**src/rtl/in_dma_read_engine_pkg.sv**
```systemverilog
// -----------------------------------------------------------------------------
// in_dma_read_engine_pkg
// Shared definitions for the input-buffer DMA read engine:
//   - AXI4 encodings used by the read master (size, burst type, response).
//   - FSM state encoding for the engine controller.
//   - Beat geometry (a 256-bit beat is 32 bytes, so 5 address offset bits).
// -----------------------------------------------------------------------------
package in_dma_read_engine_pkg;

    localparam logic [2:0] AXI_SIZE_32B   = 3'b101;
    localparam logic [1:0] AXI_BURST_INCR = 2'b01;
    localparam logic [1:0] AXI_RESP_OKAY  = 2'b00;

    // Number of low address bits covered by one 32-byte beat.
    localparam int BEAT_OFFSET_W = 5;

    typedef enum logic [1:0] {
        ST_IDLE = 2'd0,
        ST_ADDR = 2'd1,
        ST_DATA = 2'd2
    } state_t;

endpackage

```
**src/rtl/in_dma_read_engine_if.sv**
```systemverilog
// -----------------------------------------------------------------------------
// in_dma_read_engine_if
// Bundles the AXI4 read-address / read-data channels and the downstream beat
// stream of the DMA read engine.
//   master modport : the engine (drives AR, RREADY and the output stream).
//   slave  modport : the environment (AXI slave plus input-buffer controller).
// Parameters: DATA_W (beat width), ADDR_W (AXI address width).
// -----------------------------------------------------------------------------
interface in_dma_read_engine_if #(
    parameter int DATA_W = 256,
    parameter int ADDR_W = 32
);
    // AXI read address channel
    logic [ADDR_W-1:0] m_axi_araddr;
    logic [7:0]        m_axi_arlen;
    logic [2:0]        m_axi_arsize;
    logic [1:0]        m_axi_arburst;
    logic              m_axi_arvalid;
    logic              m_axi_arready;
    // AXI read data channel
    logic [DATA_W-1:0] m_axi_rdata;
    logic [1:0]        m_axi_rresp;
    logic              m_axi_rlast;
    logic              m_axi_rvalid;
    logic              m_axi_rready;
    // Downstream beat stream
    logic              out_valid;
    logic              out_ready;
    logic [DATA_W-1:0] out_data;

    modport master (
        output m_axi_araddr, m_axi_arlen, m_axi_arsize, m_axi_arburst, m_axi_arvalid,
        input  m_axi_arready,
        input  m_axi_rdata, m_axi_rresp, m_axi_rlast, m_axi_rvalid,
        output m_axi_rready,
        output out_valid, out_data,
        input  out_ready
    );

    modport slave (
        input  m_axi_araddr, m_axi_arlen, m_axi_arsize, m_axi_arburst, m_axi_arvalid,
        output m_axi_arready,
        output m_axi_rdata, m_axi_rresp, m_axi_rlast, m_axi_rvalid,
        input  m_axi_rready,
        input  out_valid, out_data,
        output out_ready
    );

endinterface

```
**src/rtl/in_dma_read_engine_beat_fifo.sv**
```systemverilog
// -----------------------------------------------------------------------------
// in_dma_read_engine_beat_fifo
// Synchronous beat FIFO with a registered head word.
//   clk, rst   : clock, asynchronous active-high reset.
//   push/push_data : write a word (accepted when not full, or when full and
//                    popping in the same cycle).
//   pop        : remove the head word (ignored when empty).
//   full/empty : registered occupancy flags.
//   head       : registered copy of the oldest word; valid while !empty.
// A word pushed into an empty FIFO appears on head the following cycle.
// -----------------------------------------------------------------------------
module in_dma_read_engine_beat_fifo #(
    parameter int WIDTH = 256,
    parameter int DEPTH = 4
) (
    input  logic             clk,
    input  logic             rst,
    input  logic             push,
    input  logic [WIDTH-1:0] push_data,
    input  logic             pop,
    output logic             full,
    output logic             empty,
    output logic [WIDTH-1:0] head
);

    localparam int AW    = $clog2(DEPTH);
    localparam int CNT_W = AW + 1;

    logic [WIDTH-1:0] mem [DEPTH];
    logic [AW-1:0]    wr_ptr;
    logic [AW-1:0]    rd_ptr;
    logic [CNT_W-1:0] count;

    logic             push_ok;
    logic             pop_ok;
    logic [AW-1:0]    rd_ptr_nxt;
    logic [CNT_W-1:0] count_nxt;

    assign pop_ok  = pop && !empty;
    assign push_ok = push && (!full || pop_ok);

    // NOTE: every signal gets a default at the top of the block so no path
    // leaves it unassigned, which would otherwise infer a latch.
    always_comb begin
        rd_ptr_nxt = rd_ptr;
        count_nxt  = count;
        if (pop_ok)
            rd_ptr_nxt = rd_ptr + 1'b1;
        if (push_ok && !pop_ok)
            count_nxt = count + 1'b1;
        else if (pop_ok && !push_ok)
            count_nxt = count - 1'b1;
    end

    // NOTE: the storage array carries no reset; only pointers, flags and the
    // head register need a defined value, and the array is never read before
    // it has been written.
    always_ff @(posedge clk) begin
        if (push_ok)
            mem[wr_ptr] <= push_data;
    end

    // NOTE: sequential state uses non-blocking assignments so every register
    // samples the pre-edge values regardless of statement order.
    always_ff @(posedge clk or posedge rst) begin
        if (rst) begin
            wr_ptr <= '0;
            rd_ptr <= '0;
            count  <= '0;
            full   <= 1'b0;
            empty  <= 1'b1;
            head   <= '0;
        end else begin
            if (push_ok)
                wr_ptr <= wr_ptr + 1'b1;
            rd_ptr <= rd_ptr_nxt;
            count  <= count_nxt;
            full   <= (count_nxt == CNT_W'(DEPTH));
            empty  <= (count_nxt == '0);
            // Refresh the head copy whenever the oldest entry may change. If
            // the incoming word lands exactly in the new head slot (FIFO was
            // empty, or drains to it this cycle) it bypasses the array.
            if ((push_ok || pop_ok) && count_nxt != '0) begin
                if (push_ok && wr_ptr == rd_ptr_nxt)
                    head <= push_data;
                else
                    head <= mem[rd_ptr_nxt];
            end
        end
    end

endmodule

```
**src/rtl/in_dma_read_engine.sv**
```systemverilog
// -----------------------------------------------------------------------------
// in_dma_read_engine
// AXI4 read master for the accelerator input buffer. A one-cycle dma_start
// launches a single INCR burst of 256-bit beats; returned beats are queued in
// a small FIFO and replayed on a valid/ready stream, decoupling R-channel
// backpressure from input-buffer readiness.
//   clk, rst      : clock, asynchronous active-high reset.
//   dma_start     : request pulse, honoured only while dma_ready.
//   dma_addr      : burst start address (32-byte aligned; low bits forced 0).
//   dma_burst_len : beats minus one.
//   dma_ready     : engine idle.
//   dma_err       : sticky error (start while busy, misaligned address,
//                   non-OKAY response, rlast mismatch); cleared by rst only.
//   bus           : AXI AR/R channels and the output beat stream.
// -----------------------------------------------------------------------------
module in_dma_read_engine
    import in_dma_read_engine_pkg::*;
#(
    parameter int DATA_W     = 256,
    parameter int ADDR_W     = 32,
    parameter int FIFO_DEPTH = 4
) (
    input  logic                 clk,
    input  logic                 rst,
    input  logic                 dma_start,
    input  logic [ADDR_W-1:0]    dma_addr,
    input  logic [3:0]           dma_burst_len,
    output logic                 dma_ready,
    output logic                 dma_err,
    in_dma_read_engine_if.master bus
);

    state_t            state;
    logic [ADDR_W-1:0] araddr_q;
    logic [7:0]        arlen_q;
    logic              arvalid_q;
    logic [3:0]        beat_cnt;

    logic              fifo_full;
    logic              fifo_empty;
    logic [DATA_W-1:0] fifo_head;

    logic r_beat;
    logic last_beat;
    logic start_err;
    logic addr_err;
    logic resp_err;
    logic last_err;

    assign r_beat    = bus.m_axi_rvalid && bus.m_axi_rready;
    assign last_beat = (beat_cnt == 4'd0);

    assign start_err = dma_start && (state != ST_IDLE);
    assign addr_err  = dma_start && (state == ST_IDLE) && (dma_addr[BEAT_OFFSET_W-1:0] != '0);
    assign resp_err  = r_beat && (bus.m_axi_rresp != AXI_RESP_OKAY);
    // The beat counter ends the burst; rlast is only cross-checked against it.
    assign last_err  = r_beat && (bus.m_axi_rlast != last_beat);

    always_ff @(posedge clk or posedge rst) begin
        if (rst) begin
            state     <= ST_IDLE;
            dma_ready <= 1'b1;
            dma_err   <= 1'b0;
            araddr_q  <= '0;
            arlen_q   <= '0;
            arvalid_q <= 1'b0;
            beat_cnt  <= '0;
        end else begin
            if (start_err || addr_err || resp_err || last_err)
                dma_err <= 1'b1;

            case (state)
                ST_IDLE: begin
                    if (dma_start) begin
                        araddr_q  <= {dma_addr[ADDR_W-1:BEAT_OFFSET_W], {BEAT_OFFSET_W{1'b0}}};
                        arlen_q   <= {4'b0, dma_burst_len};
                        beat_cnt  <= dma_burst_len;
                        arvalid_q <= 1'b1;
                        dma_ready <= 1'b0;
                        state     <= ST_ADDR;
                    end
                end
                ST_ADDR: begin
                    if (bus.m_axi_arready) begin
                        arvalid_q <= 1'b0;
                        state     <= ST_DATA;
                    end
                end
                ST_DATA: begin
                    if (r_beat) begin
                        if (last_beat) begin
                            dma_ready <= 1'b1;
                            state     <= ST_IDLE;
                        end else begin
                            beat_cnt <= beat_cnt - 1'b1;
                        end
                    end
                end
                default: begin
                    arvalid_q <= 1'b0;
                    dma_ready <= 1'b1;
                    state     <= ST_IDLE;
                end
            endcase
        end
    end

    in_dma_read_engine_beat_fifo #(
        .WIDTH (DATA_W),
        .DEPTH (FIFO_DEPTH)
    ) u_beat_fifo (
        .clk       (clk),
        .rst       (rst),
        .push      (r_beat),
        .push_data (bus.m_axi_rdata),
        .pop       (bus.out_ready),
        .full      (fifo_full),
        .empty     (fifo_empty),
        .head      (fifo_head)
    );

    assign bus.m_axi_araddr  = araddr_q;
    assign bus.m_axi_arlen   = arlen_q;
    assign bus.m_axi_arsize  = AXI_SIZE_32B;
    assign bus.m_axi_arburst = AXI_BURST_INCR;
    assign bus.m_axi_arvalid = arvalid_q;
    // Uses the registered full flag: a full FIFO that is popping this cycle
    // still holds R off for that cycle.
    assign bus.m_axi_rready  = (state == ST_DATA) && !fifo_full;
    assign bus.out_valid     = !fifo_empty;
    assign bus.out_data      = fifo_head;

endmodule

```
**src/flat_wrapper.sv**
```systemverilog
// flat-port wrapper written by rule: the top's interface ports become plain ports
module in_dma_read_engine_flat import in_dma_read_engine_pkg::*;
#(
    parameter int DATA_W     = 256,
    parameter int ADDR_W     = 32,
    parameter int FIFO_DEPTH = 4
)
  (clk, rst, dma_start, dma_addr, dma_burst_len, dma_ready, dma_err, bus_m_axi_araddr, bus_m_axi_arlen, bus_m_axi_arsize, bus_m_axi_arburst, bus_m_axi_arvalid, bus_m_axi_arready, bus_m_axi_rdata, bus_m_axi_rresp, bus_m_axi_rlast, bus_m_axi_rvalid, bus_m_axi_rready, bus_out_valid, bus_out_data, bus_out_ready);
  in_dma_read_engine_if #(.DATA_W(DATA_W), .ADDR_W(ADDR_W)) bus_i ();
  input  logic clk;
  input  logic rst;
  input  logic dma_start;
  input  logic [ADDR_W-1:0] dma_addr;
  input  logic [3:0] dma_burst_len;
  output logic dma_ready;
  output logic dma_err;
  output wire logic [$bits(bus_i.m_axi_araddr)-1:0] bus_m_axi_araddr;
  output wire logic [$bits(bus_i.m_axi_arlen)-1:0] bus_m_axi_arlen;
  output wire logic [$bits(bus_i.m_axi_arsize)-1:0] bus_m_axi_arsize;
  output wire logic [$bits(bus_i.m_axi_arburst)-1:0] bus_m_axi_arburst;
  output wire logic [$bits(bus_i.m_axi_arvalid)-1:0] bus_m_axi_arvalid;
  input wire logic [$bits(bus_i.m_axi_arready)-1:0] bus_m_axi_arready;
  input wire logic [$bits(bus_i.m_axi_rdata)-1:0] bus_m_axi_rdata;
  input wire logic [$bits(bus_i.m_axi_rresp)-1:0] bus_m_axi_rresp;
  input wire logic [$bits(bus_i.m_axi_rlast)-1:0] bus_m_axi_rlast;
  input wire logic [$bits(bus_i.m_axi_rvalid)-1:0] bus_m_axi_rvalid;
  output wire logic [$bits(bus_i.m_axi_rready)-1:0] bus_m_axi_rready;
  output wire logic [$bits(bus_i.out_valid)-1:0] bus_out_valid;
  output wire logic [$bits(bus_i.out_data)-1:0] bus_out_data;
  input wire logic [$bits(bus_i.out_ready)-1:0] bus_out_ready;
  assign bus_m_axi_araddr = bus_i.m_axi_araddr;
  assign bus_m_axi_arlen = bus_i.m_axi_arlen;
  assign bus_m_axi_arsize = bus_i.m_axi_arsize;
  assign bus_m_axi_arburst = bus_i.m_axi_arburst;
  assign bus_m_axi_arvalid = bus_i.m_axi_arvalid;
  assign bus_i.m_axi_arready = bus_m_axi_arready;
  assign bus_i.m_axi_rdata = bus_m_axi_rdata;
  assign bus_i.m_axi_rresp = bus_m_axi_rresp;
  assign bus_i.m_axi_rlast = bus_m_axi_rlast;
  assign bus_i.m_axi_rvalid = bus_m_axi_rvalid;
  assign bus_m_axi_rready = bus_i.m_axi_rready;
  assign bus_out_valid = bus_i.out_valid;
  assign bus_out_data = bus_i.out_data;
  assign bus_i.out_ready = bus_out_ready;
  in_dma_read_engine #(.DATA_W(DATA_W), .ADDR_W(ADDR_W), .FIFO_DEPTH(FIFO_DEPTH)) u_core (.clk(clk), .rst(rst), .dma_start(dma_start), .dma_addr(dma_addr), .dma_burst_len(dma_burst_len), .dma_ready(dma_ready), .dma_err(dma_err), .bus(bus_i));
endmodule
```
**config.mk**
```make
export PLATFORM = sky130hd
export DESIGN_NAME = in_dma_read_engine_flat
export DESIGN_NICKNAME = d
export VERILOG_FILES = /design/src/rtl/in_dma_read_engine_pkg.sv /design/src/rtl/in_dma_read_engine_if.sv /design/src/rtl/in_dma_read_engine_beat_fifo.sv /design/src/rtl/in_dma_read_engine.sv /design/src/flat_wrapper.sv
export SDC_FILE = /design/constraint.sdc
export NUM_CORES = 2
export LEC_CHECK = 0
export CELL_PAD_IN_SITES_DETAIL_PLACEMENT = 1
export CELL_PAD_IN_SITES_GLOBAL_PLACEMENT = 1
export CORE_MARGIN = 5
export CORE_UTILIZATION = 47
export DETAILED_ROUTE_END_ITERATION = 10
export HOLD_SLACK_MARGIN = 0.03
export PLACE_DENSITY_LB_ADDON = 0.1
export SYNTH_ARGS = -nofsm -noshare
export SYNTH_HDL_FRONTEND = slang
export SYNTH_SLANG_ARGS = --single-unit
```
**constraint.sdc**
```tcl
create_clock -name clk -period 13.5 [get_ports clk]
set_input_delay 2.025 -clock clk [delete_from_list [all_inputs] [get_ports clk]]
set_output_delay 2.025 -clock clk [all_outputs]
set_load 0.05 [all_outputs]
```
==> metrics <==
status=finished, violations left; failing checks=slew limit; Worst Tran Pin Value=1791 ps; first-pass GRT wire length=320700 µm; pin count of the biggest net entering global routing=192; clk_lat worst skew=790 ps; TritonRoute pass-1 iters=6; Crit-path slowest cell=nor2b_4; post-synthesis cell count=5079; WP data arrival=7130 ps; cell family with most CP delay=buffers and inverters; Post-synth EDFFs=1024; Synth Flop Type=edfxtp_1; fin area=0.07376 mm²; flop2flop setup slack=8240 ps; relative slew slack=-19.38%; Final nets=5686; post-synthesis cell area=0.06197 mm²; Placed Cells=6983; RSZ-0062 raised after global routing=no; Clock Tree Root=clkbuf_16; routed length per instance=29.29 µm; Leak Pwr=25.41 nW; post-synthesis simple-gate area fraction=8.720%; fin crit share=48.48%; DRC viols=0; library cells used by synthesis=48; Final Util=56.18%; crit path kind=in2reg; Num CTS Buffers=148; Worst Path Max Fanout=76; Crit path buffers/inverters=3; post-route insts no fill=7301; worst path cell trace=clkdlybuf4s50_1, nor2b_4, buf_4, mux2i_1, a221oi_4, a21o_4, buf_4, a31oi_1; register area share after synthesis=61.94%; final hold violation count=0; Worst path most repeated cell=buf_4; Fill cells=13.04k; H-tree depth=4; Synth area leaders=edfxtp_1, dfrtp_1, mux2i_1, a32oi_1, nand2_1; PortBufs=592; core area=0.1313 mm²; die height=373.1 µm; placed cell area=0.06867 mm²; synthesized area per cell=12.20 µm²; Worst Path Required=14090 ps; row count=133; global route overflow=0; Synth area leader=edfxtp_1; area share of fa/ha/maj cells after synthesis=0.1413%; die span in x=373.1 µm; final setup TNS=0 ps; register clock-pin slew on the reported worst setup and hold paths=60 ps; dpl ws=6187 ps; Post-Synth XOR/XNOR Area=0.1110%; ANT nets after route=0; mux contribution to synthesized area=8.831%; Peak Freq=152.8 MHz; Detailed Route WL=213900 µm; final period demand of the worst path=6544 ps; hold slack=482.3 ps; count of state elements after synthesis=1329; die area=0.1392 mm²; GRT Resource Usage Total=29.68%; Clock Path Buffers=3; Post-CTS Setup Repair Bufs=0; post-route total power=17.89 mW; Hold Crit Class=reg2reg; vias in the first global route=51.85k; Area Growth Syn to Fin=19.02%; maxcap violations=0; initial core utilization=47.20%; Detail Placement HPWL=114300 µm; Synth top area share=49.62%; clk sinks=1329; CTS tree=yes; IR drop worst, VDD=0.3659 mV; share of cells above drive strength 1=6.272%; power density cells=242.6 mW/mm²; cts hold-fix bufs=0; Final Max Slew Viols=125; compound-gate portion of the synthesized area=16.44%; endpoints failing setup=0; # IOs=607; Final Skew=18.08 ps; Resize count post-CTS=0; vias=47.71k; Crit path largest cell delay=970 ps; Yosys warnings=0; CP endpoint kind=register; placer congestion estimate=0.7716; Post-synth ARST share=22.95%; largest family of logic cells by synthesized area=compound AO/OA/AOI/OAI gates; Worst Setup Start Kind=input pin; final worst setup slack=6956 ps; First DRT Iteration DRCs=4117; drt via density=6.534; initial antenna violation count=59
-- registers in the layout, summed over array words and instances, names as in the netlist --
signal / cells
u_core.u_beat_fifo.head: 256
u_core.u_beat_fifo.full: 1
u_core.state: 2
u_core.dma_ready: 1
u_core.dma_err: 1
u_core.bus.m_axi_araddr: 27
u_core.beat_cnt: 4
u_core.u_beat_fifo.rd_ptr: 2
u_core.u_beat_fifo.mem: 1024
u_core.u_beat_fifo.wr_ptr: 2
u_core.u_beat_fifo.empty: 1
u_core.bus.m_axi_arvalid: 1
u_core.u_beat_fifo.count: 3
u_core.bus.m_axi_arlen: 4
-- where the power goes --
group,leakage (nW),internal (mW),switching [mW]
clock,2.45,2.50,1.65
combinational,10.4,2.36,5.86
sequential,12.6,5.10,0.435
total,25.4,9.95,7.94
-- layout by cell type (no fill, tap or decap), types with 5 or more instances in the layout --
master           netlist  routed
clkdlybuf4s50_1        0     592
buf_12                 0      12
a21oi_1                5       5
mux2_2                30      30
xnor2_1                5       5
dfrtp_1              303     303
nand3_1              257     257
clkbuf_8               0      16
a32oi_1              512     512
clkbuf_1             290      38
o21ai_0               13      13
clkinv_1               0      21
ha_1                   7       7
nand2_1             1034    1033
clkinv_2               0      22
edfxtp_1            1024    1024
clkbuf_16              0     159
a31oi_1              257     257
bufinv_16              0      14
o211ai_1             258     258
a211oi_1             257     257
mux2i_1              513     513
nor2_1                16      14
and2_4                 0       6
buf_4                 15      65
conb_1                 2      14
diode_2                0      45
inv_1                 10       9
-- metal layers --
layer  wire, µm  track usage [%]  vias to the layer above
met1      85030            36.71                    24969
met2     105200            50.01                     1741
li1           -                -                    20596
met4       7029            11.69                       26
met5        180                0                        -
met3      16410            7.677                      375
-- area by class of cell --
type                       count  area, µm²  share of cell area [%]
clock inverter                60      634.4                  0.8600
clock buffer                 213       4342                   5.886
antenna                       45      112.6                  0.1527
sequential                  1329      38380                   52.04
inverter                      10      45.04                 0.06107
timing repair buffer         669       6654                   9.021
tap                         1755       2196                   2.977
multi-input combinational   3220      21390                   29.00
-- worst paths after layout --
check | from | endpoint | cells past startpoint
setup / recovery | bus_out_ready | u_core.u_beat_fifo.head[16]$_DFFE_PP0P_ | 8
hold / removal | u_core.dma_err$_DFFE_PP0P_ | u_core.dma_err$_DFFE_PP0P_ | 2
setup reg to reg | u_core.u_beat_fifo.empty$_DFF_PP1_ | u_core.u_beat_fifo.head[66]$_DFFE_PP0P_ | 9
hold reg to reg | u_core.dma_err$_DFFE_PP0P_ | u_core.dma_err$_DFFE_PP0P_ | 2
max in group asynchronous | rst | u_core.u_beat_fifo.head[82]$_DFFE_PP0P_ | 4
min in group asynchronous | rst | u_core.u_beat_fifo.head[186]$_DFFE_PP0P_ | 2
-- synth_stat cells (2+ instances only) --
library cell,instances
buf_1,13
nor4_1,4
o211ai_1,258
dfstp_2,2
ha_1,7
nor2_1,16
o21ai_0,13
xnor2_1,5
conb_1,2
nand2_1,1034
o21a_1,2
buf_2,214
dfrtp_1,303
o31ai_1,2
a31oi_1,257
buf_4,15
inv_1,10
edfxtp_1,1024
mux2i_1,513
nor2b_1,4
a21oi_1,5
nand3_1,257
and2_1,7
a211oi_1,257
clkbuf_1,290
a32oi_1,512
mux2_2,30
nor3_1,3
-- cell families (layout without fill, tap and decap cells) --
logic type	Yosys count	count (layout)
mux	543	543
other cells	2	59
compound gates	1317	1317
fa+ha+maj	7	7
buf+inv	542	952
simple gates	1332	1332
xor+xnor	7	7
flops	1329	1329
-- worst register-to-register path: stages (launching register included) --
cell and delay (ps):
dfstp_2 610, nand2b_4 420, buf_4 680, buf_4 920, buf_4 840, buf_4 890, mux2i_1 360, a32oi_1 70
o211ai_1 180, a31oi_1 120
Note: power is estimated with default switching activity, not from simulation.
